File: config.mk
export PLATFORM = sky130hd
export DESIGN_NAME = calendar_date_counter
export DESIGN_NICKNAME = d
export VERILOG_FILES = /design/src/rtl/calendar_pkg.sv /design/src/rtl/calendar_leap_calc.sv /design/src/rtl/calendar_date_counter.sv
export SDC_FILE = /design/constraint.sdc
export NUM_CORES = 1
export LEC_CHECK = 0
export CORE_MARGIN = 3
export CORE_UTILIZATION = 49
export DETAILED_ROUTE_END_ITERATION = 12
export PLACE_DENSITY_LB_ADDON = 0.25
export SKIP_CTS_REPAIR_TIMING = 1
export SYNTH_ARGS = -nofsm -noshare
export SYNTH_HDL_FRONTEND = slang
export SYNTH_SLANG_ARGS = --single-unit
File: constraint.sdc
create_clock -name day_clk -period 12.7 [get_ports day_clk]
set_clock_uncertainty 0.1 [all_clocks]
set_input_delay 2.54 -clock day_clk [delete_from_list [all_inputs] [get_ports day_clk]]
set_output_delay 2.54 -clock day_clk [all_outputs]
set_load 0.02 [all_outputs]
File: src/rtl/calendar_pkg.sv
// Shared widths, month constants and the month-length helper for the calendar date counter.
package calendar_pkg;

    localparam int DAY_W  = 5;
    localparam int MON_W  = 4;
    localparam int WDAY_W = 3;

    localparam logic [MON_W-1:0] JAN = 4'd1;
    localparam logic [MON_W-1:0] FEB = 4'd2;
    localparam logic [MON_W-1:0] MAR = 4'd3;
    localparam logic [MON_W-1:0] APR = 4'd4;
    localparam logic [MON_W-1:0] MAY = 4'd5;
    localparam logic [MON_W-1:0] JUN = 4'd6;
    localparam logic [MON_W-1:0] JUL = 4'd7;
    localparam logic [MON_W-1:0] AUG = 4'd8;
    localparam logic [MON_W-1:0] SEP = 4'd9;
    localparam logic [MON_W-1:0] OCT = 4'd10;
    localparam logic [MON_W-1:0] NOV = 4'd11;
    localparam logic [MON_W-1:0] DEC = 4'd12;

    // Out-of-range months fall into the 31-day default; they never occur in a held date.
    function automatic logic [DAY_W-1:0] days_in_month(input logic [MON_W-1:0] m,
                                                       input logic is_leap);
        case (m)
            APR, JUN, SEP, NOV: return 5'd30;
            FEB:                return is_leap ? 5'd29 : 5'd28;
            default:            return 5'd31;
        endcase
    endfunction

endpackage

File: src/rtl/calendar_leap_calc.sv
// Purely combinational leap-year decision: divisible-by-4 (LEAP_MODE 0) or Gregorian (LEAP_MODE 1).
module calendar_leap_calc #(
    parameter int YEAR_W    = 12,
    parameter int LEAP_MODE = 1
) (
    input  logic [YEAR_W-1:0] year,
    output logic              leap
);

    localparam int EXT_W = YEAR_W + 1;

    logic [EXT_W-1:0] year_ext;
    logic             div4;
    logic             div100;
    logic             div400;

    assign year_ext = {1'b0, year};
    assign div4     = (year_ext % EXT_W'(4))   == '0;
    assign div100   = (year_ext % EXT_W'(100)) == '0;
    assign div400   = (year_ext % EXT_W'(400)) == '0;

    always_comb begin
        leap = div4;
        if (LEAP_MODE != 0) begin
            leap = (div4 && !div100) || div400;
        end
    end

endmodule

File: src/rtl/calendar_date_counter.sv
// Day/month/year counter advanced by a daily tick, with validated loading.
// Optional weekday tracking is enabled by defining CALENDAR_WEEKDAY_EN.
module calendar_date_counter
    import calendar_pkg::*;
#(
    parameter int YEAR_W     = 12,
    parameter int YEAR_MIN   = 2000,
    parameter int YEAR_MAX   = 2099,
    parameter int RESET_YEAR = 2000,
    parameter int LEAP_MODE  = 1
) (
    input  logic                day_clk,
    input  logic                rst_n,
    input  logic                day_tick,
    input  logic                load,
    input  logic [DAY_W-1:0]    load_day,
    input  logic [MON_W-1:0]    load_month,
    input  logic [YEAR_W-1:0]   load_year,
`ifdef CALENDAR_WEEKDAY_EN
    input  logic [WDAY_W-1:0]   load_wday,
    output logic [WDAY_W-1:0]   wday,
`endif
    output logic [DAY_W-1:0]    day,
    output logic [MON_W-1:0]    month,
    output logic [YEAR_W-1:0]   year,
    output logic [DAY_W-1:0]    max_day,
    output logic                leap,
    output logic                month_end,
    output logic                year_wrap,
    output logic                load_err
);

    localparam int EXT_W = YEAR_W + 1;

    logic             load_leap;
    logic [DAY_W-1:0] load_max;
    logic             load_ok;

    calendar_leap_calc #(.YEAR_W(YEAR_W), .LEAP_MODE(LEAP_MODE)) u_cur_leap (
        .year (year),
        .leap (leap)
    );

    calendar_leap_calc #(.YEAR_W(YEAR_W), .LEAP_MODE(LEAP_MODE)) u_load_leap (
        .year (load_year),
        .leap (load_leap)
    );

    assign max_day  = days_in_month(month, leap);
    assign load_max = days_in_month(load_month, load_leap);

    always_comb begin
        load_ok = ({1'b0, load_month} >= (MON_W+1)'(JAN))
               && ({1'b0, load_month} <= (MON_W+1)'(DEC))
               && ({1'b0, load_year}  >= EXT_W'(YEAR_MIN))
               && ({1'b0, load_year}  <= EXT_W'(YEAR_MAX))
               && (load_day != '0)
               && ({1'b0, load_day}   <= {1'b0, load_max});
`ifdef CALENDAR_WEEKDAY_EN
        if (load_wday == 3'd7) begin
            load_ok = 1'b0;
        end
`endif
    end

    // A load always takes priority; a tick in the same cycle is dropped even if the load is rejected.
    always_ff @(posedge day_clk) begin
        if (!rst_n) begin
            day       <= 5'd1;
            month     <= JAN;
            year      <= YEAR_W'(RESET_YEAR);
            month_end <= 1'b0;
            year_wrap <= 1'b0;
            load_err  <= 1'b0;
`ifdef CALENDAR_WEEKDAY_EN
            wday      <= 3'd5;
`endif
        end else begin
            month_end <= 1'b0;
            year_wrap <= 1'b0;
            load_err  <= 1'b0;
            if (load) begin
                if (load_ok) begin
                    day   <= load_day;
                    month <= load_month;
                    year  <= load_year;
`ifdef CALENDAR_WEEKDAY_EN
                    wday  <= load_wday;
`endif
                end else begin
                    load_err <= 1'b1;
                end
            end else if (day_tick) begin
`ifdef CALENDAR_WEEKDAY_EN
                wday <= (wday == 3'd6) ? '0 : wday + 1'b1;
`endif
                if ({1'b0, day} < {1'b0, max_day}) begin
                    day <= day + 1'b1;
                end else begin
                    day       <= 5'd1;
                    month_end <= 1'b1;
                    if ({1'b0, month} < (MON_W+1)'(DEC)) begin
                        month <= month + 1'b1;
                    end else begin
                        month <= JAN;
                        if ({1'b0, year} < EXT_W'(YEAR_MAX)) begin
                            year <= year + 1'b1;
                        end else begin
                            year      <= YEAR_W'(YEAR_MIN);
                            year_wrap <= 1'b1;
                        end
                    end
                end
            end
        end
    end

endmodule

==> results.rst <==
.. list-table::
   :header-rows: 1

   * - Metric
     - Value
   * - Critical path data required time
     - 12810 ps
   * - Measured slew at the worst slew-check pin
     - 1051 ps
   * - Clock latency at the later pin of the worst-skew pair
     - 280 ps
   * - Final period utilization
     - 73.76%
   * - Total routing resource utilization after global routing
     - 26.40%
   * - Area contributors post-synth
     - dfxtp_1 12%, a21oi_1 6.0%, nand2_1 5.5%, o21ai_0 3.8%, nor2_1 3.7%
   * - Total congestion overflow
     - 0
   * - Final max-slew violation count
     - 0
   * - Overall routed net length
     - 12.01 mm
   * - Starting density of the core
     - 52.15%
   * - Initial antenna violation count
     - 0
   * - Width of the die
     - 95.26 um
   * - WP depth
     - 20
   * - Total of max-cap violations
     - 0
   * - Delay contributed by the slowest stage of the critical path
     - 930 ps
   * - Setup TNS
     - 0 ps
   * - Critical path class
     - input port to flop
   * - Total setup violations reported at the end of the flow
     - 0
   * - Reg2reg setup slack
     - 7790 ps
   * - Status
     - complete, no violations
   * - Area post-placement
     - 0.004323 mm2
   * - Commonest cells in the synthesized netlist
     - 57 x nand2_1, 47 x a21oi_1, 38 x nor2_1
   * - Iter 0 DRT Violations
     - 418
   * - Vias in the first global route
     - 4193
   * - Cell count after synthesis
     - 569
   * - Via density per instance
     - 6.687
   * - Pin count of the biggest net entering global routing
     - 31
   * - Die height
     - 95.26 um
   * - Worst path buffer plus inverter count
     - 2
   * - Leakage power
     - 0.001575 uW
   * - Most instantiated library cell after synthesis
     - nand2_1
   * - Ys flop type
     - dfxtp_1
   * - DRC violation count after routing
     - 0
   * - CTS tree
     - done
   * - Kind of cell adding the most delay to the critical path
     - compound AO/OA/AOI/OAI gates
   * - H-Tree Depth
     - 1
   * - Buffers added on ports
     - 51
   * - Design area
     - 0.004378 mm2
   * - Total core area
     - 0.007486 mm2
   * - Clk slew on worst S/H paths
     - 90 ps
   * - Root buffer cell
     - clkbuf_8
   * - WL per Instance
     - 17.56 um
   * - Global-route wire length before repair
     - 20.00 mm
   * - Post-synthesis instance area
     - 0.003904 mm2
   * - Capturing element type of the critical path
     - flop
   * - Crit Reg-Reg Startpoint
     - year[6]
   * - Reg2Reg Depth
     - 13
   * - Average footprint of a synthesized cell
     - 6.861 um2
   * - Last element of the critical path
     - year[11]
   * - Achievable frequency
     - 106.8 MHz
   * - Sink count of the clock tree
     - 24
   * - Worst path cell trace
     - clkdlybuf4s50_1, inv_1, o311a_1, a31o_2, o311ai_1, a21oi_1, o21ai_0, nand2b_1, maj3_1, o211ai_1, o21ai_0, o31ai_1, a41oi_1, ha_1, a211oi_1, nor4_1, and2_1, nor2_1, or4_1, a31oi_1
   * - Shortest period the worst path allows
     - 9367 ps
   * - Drt first pass iters
     - 5
   * - Fraction of synthesized cell area taken by the top area cell type
     - 12.31%
   * - Slowest cell on crit path
     - clkdlybuf4s50_1
   * - Ys async rst share
     - 0%
   * - Register area share after synthesis
     - 12.31%
   * - Final Wtd Congestion
     - 0.9202
   * - Type of the most critical hold path
     - flop to flop
   * - Most numerous cell on the critical path
     - o21ai_0
   * - CP arrival
     - 9480 ps
   * - Number of CTS-inserted buffers
     - 3
   * - Worst-case hold slack
     - 433.2 ps
   * - DR vias
     - 4574
   * - Post-detailed-placement half-perimeter wirelength
     - 8.856 mm
   * - Nets@finish
     - 621
   * - Distinct cell type count after synthesis
     - 86
   * - Die Area
     - 0.009074 mm2
   * - Worst VDD drop
     - 56.16 uV
   * - Standard-cell row count
     - 31
   * - Max Root-Sink Buffers
     - 2
   * - CP max FO
     - 21
   * - Slew Limit Headroom
     - 29.87%
   * - Number of nets with antenna violations after detailed routing
     - 0
   * - Worst setup path startpoint
     - load_year[10]
   * - Ratio of total power to cell area
     - 73.94 mW/mm2
   * - Area growth from synthesis to layout
     - 12.15%
   * - Synthesis-stage register bit count
     - 24
   * - Share of cells above drive strength 1
     - 5.983%
   * - Final hold viol count
     - 0
   * - Final antenna diode count
     - 0
   * - Reg2reg end
     - year[6]
   * - Critical path launch point type
     - input port
   * - Yosys warning total
     - 0
   * - Number of I/O pins
     - 55
   * - Number of synthesized flops with an enable pin
     - 0
   * - Setup repair after global routing missed its margin
     - no
   * - Cell type with the highest aggregate area in the netlist
     - dfxtp_1
==> state kept, by name, indices dropped and copies added (netlist names) <==
signal and flops:
year 12, day 5, month 4, load_err 1, month_end 1, year_wrap 1
==> logic make-up after synthesis <==
kind of cell / count (synthesis) / share of synthesized area, %
compound gates: 232 / 43.11
xor+xnor: 13 / 3.109
fa+ha+maj: 14 / 4.231
buf+inv: 68 / 8.301
flops: 24 / 12.31
mux: 6 / 1.795
other cells: 1 / 0.09606
simple gates: 211 / 27.05
==> stage by stage <==
step | instances | util, % | worst slack (ps) | power (uW)
floorplan | 571 | - | 4809 | 220.5
global placement | 680 | 57.75 | 3561 | 263.4
detailed placement | 680 | 57.75 | 3260 | 264.9
CTS | 684 | 58.48 | 3504 | 319.6
global route | 684 | 58.48 | 2885 | 344.1
finish | 684 | 58.48 | 3333 | 323.7
==> cell usage in the layout, fill, tap and decap left out, drive strengths merged, types with 9 or more instances in the layout <==
cell type,instances
nand2,58
clkdlybuf4s50,51
a21oi,51
nor2,39
o21ai,36
inv,27
nand3,26
dfxtp,24
nor3,17
o211ai,15
a211oi,11
nand2b,10
ha,10
a221oi,10
and2,9
nor4,9
xnor2,9
==> per-layer routing <==
layer	track usage (%)	vias up	part of all wire (%)
met5	0	-	0
met4	6.010	0	1.2
met3	2.762	19	7.2
met2	43.50	214	48
met1	36.94	2131	43
li1	-	2210	-
==> worst min-delay path by stage <==
stage	from	end	cells past startpoint
finish	day[4]	day[4]	2
global route	day[4]	day[4]	2
CTS	day[4]	day[4]	2
detailed placement	day[4]	day[4]	2
global placement	day[4]	day[4]	2
floorplan	day[4]	day[4]	2
==> power by group <==
group | switching, uW | internal [uW]
clock | 27.9 | 27.8
sequential | 10.6 | 78.8
combinational | 105 | 73.3
total | 144 | 180
==> worst register-to-register path, cell delays in order, from the launching register on <==
cell and delay, ps:
dfxtp_1 930, nor3_1 310, a2111oi_0 500, nor3_1 110, a21oi_1 330, o221ai_4 240, o21ai_2 230, a211o_2 210
nand3_1 80, a221oi_1 390, mux2_4 370, a211oi_2 420, nor2_1 220, a221o_1 370
==> final cells by class <==
cell class | count | area (um2)
fillers | 731 | 3108
repair buffers | 51 | 510.5
well taps | 99 | 123.9
inverters | 27 | 101.3
clock buffers | 4 | 55.05
multi-input cells | 479 | 3107
flip-flops and latches | 24 | 480.5
No activity file was read; power rests on OpenSTA's default activity.
==> RTL edit: new RTL, config.mk and constraints unchanged <==
Build with the macro `CALENDAR_WEEKDAY_EN` defined.
--- a/src/rtl/calendar_date_counter.sv
+++ b/src/rtl/calendar_date_counter.sv
@@ -1,4 +1,6 @@
 // Day/month/year counter advanced by a daily tick, with validated loading.
 // Optional weekday tracking is enabled by defining CALENDAR_WEEKDAY_EN.
+`define CALENDAR_WEEKDAY_EN
+
 module calendar_date_counter
     import calendar_pkg::*;
Interface: changed (added load_wday and wday); port bits go from 55 to 61. No check against the original RTL was run, so the function may have changed too.
==> RTL edit against the unedited design <==
Utilization decreased by 0.53 points. Routed wire length up 0.11%. Area after synthesis rose by 1.6%. Total power down 6.0%. Sequential share of layout area grew 0.97 points. Sequential power is 7.3% higher. Design area up 3.3%. Worst hold slack improved by 0.033 ns. Final cell count fell by 1.0%. Worst setup slack got worse by 0.50 ns. Sequential cell count is 3 higher. Highest routed layer unchanged.
==> RTL edit: results <==
place:
  dpl.hpwl_um: 9180
  pre_cts_ws_ns: 2.65
  portBuffers: 57
  place.gp.congestion: 0.980
  place_inst: 673
  place_area_um2: 4480
global_routing:
  grt_use_total_pct: 25.4
  use_met1_pct: 35.4
  grt_pass1_vias: 3918
  use_met2_pct: 41.3
  grt_use_met3_pct: 2.19
  grt_pass1_wl_um: 18900
  grt_max_degree: 28
routing:
  wl_um: 12000
  wl_per_cell_um: 17.8
  viasPerCell: 6.68
  drt_first_pass_iters: 6
  drt_iter0_markers: 345
final_layout:
  final_nets: 614
  fillers: 751
  drive_gt1_share_pct: 6.09
logic_synthesis:
  yosysSeqAreaShare_pct: 13.6
  yosysUniqueCellTypes: 87
  synth.avg_cell_area_um2: 7.20
  synthTopCellsByArea: "dfxtp_1, nor2_1, o21ai_0, a21oi_1, nand2_1"
  synth_common_cells: "nor2_1, nand2_1, o21ai_0, a21oi_1"
power_and_ir_drop:
  internal_power_uw: 175
  p_per_area_nw_per_um2: 67.2
  ir_worst_vdd_mv: 0.0507
  clk-power_uw: 53.0
  comb_power_uw: 155
  p_leak_nw: 1.64
timing:
  holdWs_ns: 0.466
  tightestPinTransition_ns: 1.22
  post-route-period-util_pct: 77.7
critical_path:
  worst-r2r-setup-slack_ns: 7.46
  path_class: "in -> reg"
  reg2reg_from: "year[11]"
  endpoint: "year[7]"
  cpPeakStageDelay_ns: 0.90
  startpoint_type: "input pin"
  crit_path_start: "load_year[10]"
  critPathArrivalTime_ns: 9.95
hold_path:
  min-delay-start: "year[0]"
  min_to: "year[0]"
  hold_path.class: "reg -> reg"
  hold_depth: 2
run:
  maxCapViolCount: 0
run_status:
  status: "finished, final reports clean"
clock_tree:
  clk_latency_ns: 0.28
  cts_made_buffers: 3
## RTL edit: layout make-up
cell class / instances / area [um^2] / share of cell area (%)
multi-input cells: 459 / 3130 / 69.1
repair buffers: 58 / 578 / 12.8
clock buffers: 3 / 41.3 / 0.913
inverters: 27 / 101 / 2.24
well taps: 102 / 128 / 2.82
flip-flops and latches: 27 / 541 / 11.9
clock inverters: 1 / 7.51 / 0.166
## RTL edit: logic make-up (layout without fill, tap and decap cells)
logic type / Yosys count / in the layout / synth area share, %
buffers and inverters: 67 / 89 / 7.73
adders and majority gates: 10 / 10 / 3.15
and+or+nand+nor: 209 / 209 / 28.4
xor gates and xnor gates: 10 / 10 / 2.21
DFF: 27 / 27 / 13.6
muxes: 14 / 14 / 3.82
other: 1 / 3 / 0.0945
AOI/OAI and AO/OA: 213 / 213 / 41.0
## RTL edit: routing by layer
metal / vias to the layer above / routed length [um]
li1: 2170 / -
met1: 2130 / 5320
met2: 201 / 5650
met3: 22 / 831
met4: 0 / 225
met5: - / 0
